==> src/rtl/axis_arbiter.sv <==
// Packet-level round-robin arbiter merging byte-wide AXI-Stream sources onto one
// sink, with a beat-count watchdog and a single registered output stage.
module axis_arbiter #(
  parameter int NUM_SRC = 4,
  parameter int MAXLEN  = 256
) (
  input  logic                       i_clk,
  input  logic                       i_rst,
  input  logic [8*NUM_SRC-1:0]       i_tdata,
  input  logic [NUM_SRC-1:0]         i_tlast,
  input  logic [NUM_SRC-1:0]         i_tvalid,
  output logic [NUM_SRC-1:0]         o_tready,
  output logic [7:0]                 o_tdata,
  output logic                       o_tlast,
  output logic                       o_tvalid,
  input  logic                       i_tready,
  output logic [$clog2(NUM_SRC)-1:0] o_grant,
  output logic                       o_busy
);
  localparam int GW = $clog2(NUM_SRC);
  localparam int CW = (MAXLEN > 0) ? $clog2(MAXLEN + 1) : 1;
  localparam logic [CW-1:0] CNT_LAST = (MAXLEN > 0) ? CW'(MAXLEN - 1) : '0;

  typedef enum logic {IDLE, LOCKED} state_t;

  state_t        state;
  logic [GW-1:0] ptr;
  logic [CW-1:0] cnt;
  logic [GW-1:0] sel;
  logic [GW-1:0] cand;
  logic          found;
  logic          slot_free;
  logic          accept;
  logic          forced;
  logic          beat_last;
  int unsigned   idx;
  logic [7:0]    src_data [NUM_SRC];

  for (genvar k = 0; k < NUM_SRC; k++) begin : g_src
    assign src_data[k] = i_tdata[8*k +: 8];
  end

  // First valid source at or after ptr, wrapping modulo NUM_SRC.
  always_comb begin
    found = 1'b0;
    sel   = '0;
    idx   = 0;
    cand  = '0;
    for (int unsigned i = 0; i < NUM_SRC; i++) begin
      idx  = (i + 32'(ptr)) % 32'(NUM_SRC);
      cand = GW'(idx);
      if (!found && i_tvalid[cand]) begin
        found = 1'b1;
        sel   = cand;
      end
    end
  end

  always_comb begin
    slot_free = !o_tvalid || i_tready;
    o_tready  = '0;
    if (state == LOCKED) begin
      o_tready[o_grant] = slot_free;
    end
    accept    = (state == LOCKED) && i_tvalid[o_grant] && slot_free;
    forced    = (MAXLEN != 0) && (cnt == CNT_LAST);
    beat_last = i_tlast[o_grant] || forced;
  end

  assign o_busy = (state == LOCKED);

  always_ff @(posedge i_clk or posedge i_rst) begin
    if (i_rst) begin
      state    <= IDLE;
      ptr      <= '0;
      cnt      <= '0;
      o_grant  <= '0;
      o_tdata  <= '0;
      o_tlast  <= 1'b0;
      o_tvalid <= 1'b0;
    end else begin
      if (accept) begin
        o_tdata  <= src_data[o_grant];
        o_tlast  <= beat_last;
        o_tvalid <= 1'b1;
      end else if (i_tready) begin
        o_tvalid <= 1'b0;
      end

      case (state)
        IDLE: begin
          if (found) begin
            o_grant <= sel;
            cnt     <= '0;
            state   <= LOCKED;
          end
        end
        LOCKED: begin
          if (accept) begin
            cnt <= cnt + 1'b1;
            if (beat_last) begin
              state <= IDLE;
              ptr   <= (o_grant == GW'(NUM_SRC - 1)) ? '0 : o_grant + 1'b1;
            end
          end
        end
        default: state <= IDLE;
      endcase
    end
  end
endmodule

==> config.mk <==
export PLATFORM = sky130hd
export DESIGN_NAME = axis_arbiter
export DESIGN_NICKNAME = d
export VERILOG_FILES = /design/src/rtl/axis_arbiter.sv
export SDC_FILE = /design/constraint.sdc
export NUM_CORES = 1
export LEC_CHECK = 0
export ABC_CLOCK_PERIOD_IN_PS = 4000
export BUFFER_PORTS_ARGS = -buffer_cell sky130_fd_sc_hd__buf_2
export CAP_MARGIN = 10
export CORE_AREA = 2 2 56 58
export CTS_BUF_LIST = sky130_fd_sc_hd__clkbuf_16
export CTS_CLUSTER_DIAMETER = 50
export CTS_CLUSTER_SIZE = 8
export DETAILED_ROUTE_END_ITERATION = 7
export DIE_AREA = 0 0 58 60
export GPL_ROUTABILITY_DRIVEN = 0
export PLACE_DENSITY = 0.85
export SLEW_MARGIN = 20
export SYNTH_ARGS = -nofsm -noshare
export SYNTH_HDL_FRONTEND = slang
export SYNTH_SLANG_ARGS = --single-unit
==> constraint.sdc <==
create_clock -name i_clk -period 4 [get_ports i_clk]
set_input_delay 0.2 -clock i_clk [delete_from_list [all_inputs] [get_ports i_clk]]
set_output_delay 0.2 -clock i_clk [all_outputs]
set_load 0.1 [all_outputs]
# Word level (Yosys, flattened, before mapping)

Cells that the tools add are included.

Output and inout port bits: 17
Logic and storage cells: 78
Memories: 0
Input port bits: 43
Bits in latches: 0
ROM bits: 0
RAM bits: 0
Register bits after elaboration: 24

Magnitude comparators: 7
Add/sub/neg operators: 5
Bitwise gates (word level): 3
Equality and inequality tests: 4
Divide/modulo/power cells: 0
$mul: 0
Shift operators: 0
Reduce and logical (&&, ||, !) cells: 16
Mux-type cells: 36

Operator list:

| kind                  | count |
|---|---|
| $mux W9               | 2 |
| $pmux W9 S2           | 1 |
| $bmux W8 S2           | 1 |
| $mux W1               | 16 |
| $mux W8               | 2 |
| $lt A2 B3 Y1 const B  | 5 |
| $bmux W1 S2           | 6 |
| $mux W2               | 5 |
| $add A9 B1 Y9 const B | 1 |
| $eq A9 B8 Y1 const B  | 1 |
| $logic_and A1 B1 Y1   | 6 |
| $add A2 B2 Y2 const A | 2 |
| $and A4 B4 Y4         | 1 |
| $logic_not A1 Y1      | 4 |
| $mux W4               | 1 |
| $reduce_and A2 Y1     | 2 |
| $ge A3 B3 Y1 const B  | 1 |
| $not A2 Y3            | 1 |
| $reduce_and A3 Y1     | 1 |
| $add A1 B2 Y2 const A | 1 |
| $add A2 B1 Y2 const B | 1 |
| $demux W1 S2          | 1 |
| $eq A2 B2 Y1 const B  | 1 |
| $ge A2 B1 Y1 const B  | 1 |
| other kinds (6)       | 7 |

# Depth between registers and ports, before layout

Depth in word-level cells: 14
Mapped depth: 6
Depth with buffers taken out: 6

# Least setup slack after synthesis

OpenSTA, ideal clock, no wires.

Kind: register to register
Start: reg o_grant[0]
End: reg o_tdata[0]
Data arrival time: 2298 ps
Cell stages (with the launch flop): 5
Data required time: 3872 ps
Buffers on the path: 1
Setup slack: 1574 ps
Clock period less this slack: 2426 ps
Library setup time: 128 ps
Cell sequence: dfrtp_1 mux4_2 nand3_2 buf_2 mux2_1

Word-level cells in the longest chain between the ends: 4
Elaborated cells between the ends (all ways): 8
Classes of those cells: 5 x mux; 1 x bitwise; 2 x reduce/logical

Ends and longest elaborated chain:

| element                                                                                   | RTL line | RTL |
|---|---|---|
| from (decl)                                                                               | 17       | `output logic [$clog2(NUM_SRC)-1:0] o_grant,` |
| from (signal assigned)                                                                    | 93       | `o_grant <= sel;` |
| $not A2 Y3 (implied by the code) / $bmux W1 S2 (equally long branches)                    | 83, 65   |  |
| $bmux W8 S2 / $mux W1 (equally long branches)                                             | 83, 65   |  |
| $mux W8 (implied by the code) / $logic_and A1 B1 Y1 (equally long branches) (2 in series) | 83, 65   |  |
| to (signal assigned)                                                                      | 83       | `o_tdata <= src_data[o_grant];` |
| to (decl)                                                                                 | 13       | `output logic [7:0] o_tdata,` |

Parallel ways exist; a longest one is shown, timed or not. The select of a mux whose other input is x is not followed.
A chain may end at the register's enable or synchronous reset.

# Worst setup path in the final report

Start: reg o_grant[1]
End: reg cnt[7]

Word-level cells in the longest chain between the ends: 6

Ends and longest elaborated chain:

| element                            | RTL line | RTL |
|---|---|---|
| $bmux W1 S2                        | 65       | `accept = (state == LOCKED) && i_tvalid[o_grant] && slot_free;` |
| $mux W1 (implied by the code)      | 65       |  |
| $logic_and A1 B1 Y1 (2 in series)  | 65       |  |
| $ne A2 B1 Y1 (no source line)      | -        |  |
| $reduce_and A2 Y1 (no source line) | -        |  |
| to (signal assigned)               | 100      | `cnt <= cnt + 1'b1;` |
| to (decl)                          | 28       | `logic [CW-1:0] cnt;` |

No other way between the ends. The select of a mux whose other input is x is not followed.

==> impl_metrics.py <==
metrics = {
    "setup_path": {
        "slowest_delay_ns": 0.67,
        "cp-end-kind": "register",
        "cp_data_arrival_time_ns": 2.47,
        "worst_path_max_delay_cell": "dfrtp_1",
        "cp_max_fo": 24,
        "cp_cell_sequence": "mux4_2 -> nand3_2 -> or4_1 -> a21oi_1",
        "cp_num_buf_inv": 0,
        "critPathKind": "reg -> reg",
        "start_kind": "register",
        "worstPathRequired_ns": 4.17,
        "crit_family": "simple AND/OR/NAND/NOR gates",
    },
    "global_routing": {
        "grt_pass1_vias": 1322,
        "grt_overflow": 0,
        "antenna_found_initial": 0,
        "globalRouteTotalUtil": 0.222,
        "grt_max_degree": 25,
        "grt_first_pass_wirelength_um": 5790,
    },
    "layout": {
        "register_area_um2": 601,
        "antenna-diode-count": 0,
        "layout_common_cells": "59 x buf_2, 24 x dfrtp_1, 10 x mux4_2, 9 x mux2_1",
        "syn2layout_area_growth_pct": 27.7,
        "num-nets-final": 231,
        "multiInputGateArea_um2": 758,
        "drive_above_1_share": 0.422,
        "fillers": 207,
        "layout_commonest_cell": "buf_2",
    },
    "cts": {
        "htree_levels": 1,
        "path_clk_slew_ns": 0.06,
        "clk_latency_ns": 0.25,
        "cts_root_buf": "clkbuf_16",
        "cts_tree": "built",
        "cts_setup_buffers": 0,
        "cts_resized": 0,
        "numClockSinks": 24,
        "clockBufferDepth": 2,
        "hold_buffers": 0,
        "numCtsBuffers": 3,
    },
    "run": {
        "cap_violations": 0,
    },
    "floorplan": {
        "core-area_um2": 2900,
        "pin_count": 60,
        "initial_core_util": 0.487,
        "num_rows": 20,
        "die-height_um": 60,
        "die_w_um": 58,
        "die-area_um2": 3480,
    },
    "synth": {
        "synth_top_area_cell": "dfrtp_1",
        "ys_seq_elements": 24,
        "yosys-top-cells-area": "dfrtp_1 43%, mux4_2 16%, mux2_1 7.2%",
        "avgSynthCellArea_um2": 11.5,
        "synth-warning-count": 0,
        "seq_area_frac_synth": 0.425,
        "ys_types": 30,
        "netlist_area_um2": 1410,
        "syn-num-nets": 172,
        "synth_cells": 123,
        "yosys.area.top_type_share": 0.425,
    },
    "sta": {
        "hold_ws_ns": 0.136,
        "tightest_slew_ns": 0.889,
        "fin_worst_skew_ns": 0.00233,
        "fin_crit_ns": 2.30,
        "hold_violations": 0,
        "rsz0062_at_grt": "false",
        "slew_viol_final": 0,
        "max_freq_mhz": 435,
        "max_slew_margin": 0.407,
        "fin_crit_sh": 0.575,
        "setup-tns-final_ns": 0,
        "setup_violations": 0,
    },
    "detailed_routing": {
        "wirelength_um": 3420,
        "route.detailed.drc": 0,
        "wire_per_inst_um": 16.0,
        "drtPass1Iterations": 4,
        "via_per_inst": 5.93,
        "final_antenna_net_count": 0,
        "drt-initial-drc-count": 33,
        "via_count": 1263,
    },
    "placement": {
        "port_buffers": 59,
        "hpwl_um": 2700,
    },
    "min_path": {
        "worstHoldPathType": "in -> async",
    },
    "status": {
        "status": "completed",
    },
}
kinds of logic (layout without fill, tap and decap cells):
family	after synthesis	in the layout	synth area share
AOI/OAI and AO/OA	23	23	0.100
and+or+nand+nor	36	36	0.137
muxes	21	21	0.246
adders and majority gates	6	6	0.0531
buffers and inverters	13	70	0.0381
DFF	24	24	0.425
routing by layer:
layer  part of all wire  GRT usage  vias up
li1                   -          -      577
met1               0.35      0.236      615
met2               0.55      0.414       61
met3              0.064     0.0325       10
met4              0.029      0.133        0
met5                  0          0        -
stage by stage:
stage	setup WS, ns	instance area (µm²)	std cells	utilization
final	1.70	1800	213	0.622
after global routing	1.58	1800	213	0.622
after CTS	1.71	1800	213	0.622
after detailed placement	1.71	1730	210	0.596
after global placement	1.81	1730	210	0.596
after floorplan	1.57	1410	123	-
worst paths after layout:
check,from,to,slack [ns],cells after the start
min in group i_clk,i_tdata[21],o_tdata[5],0.37,3
min,i_rst,o_tdata[3],0.14,2
max,o_grant[1],cnt[7],1.70,4
max reg2reg,o_grant[1],cnt[7],1.70,4
min reg2reg,o_tdata[3],o_tdata[3],0.50,1
max in group asynchronous,i_rst,o_tdata[1],3.31,2
registers in the layout, indices dropped and copies added (netlist names):
register and count:
o_busy 1, o_tvalid 1, o_tdata 8, ptr 2
cnt 9, o_grant 2, o_tlast 1
cells in the mapped netlist:
master / number
a21o_1: 1
a21oi_1: 6
and3_1: 4
buf_2: 4
clkbuf_1: 2
dfrtp_1: 24
ha_1: 6
inv_1: 7
mux2_1: 9
mux2_2: 1
mux2i_1: 1
mux4_2: 10
nand2_1: 7
nand2b_1: 3
nand3_1: 7
nand3_2: 1
nand4_1: 2
nor2_1: 5
nor4_1: 1
o211ai_1: 2
o21a_1: 1
o21ai_0: 4
o21ai_1: 3
o21bai_1: 1
o221ai_1: 1
o31ai_1: 4
or2_1: 1
or2_2: 1
or3_1: 1
or4_1: 3
cell type report:
cell class	count	share of cell area
timing repair buffer	60	0.168
tap	33	0.0229
sequential	24	0.333
inverter	7	0.0146
clock buffer	3	0.0416
multi-input combinational	86	0.420
Power is not shown: default switching activity piles up to over one toggle a cycle in this logic, so the estimate is an artifact.
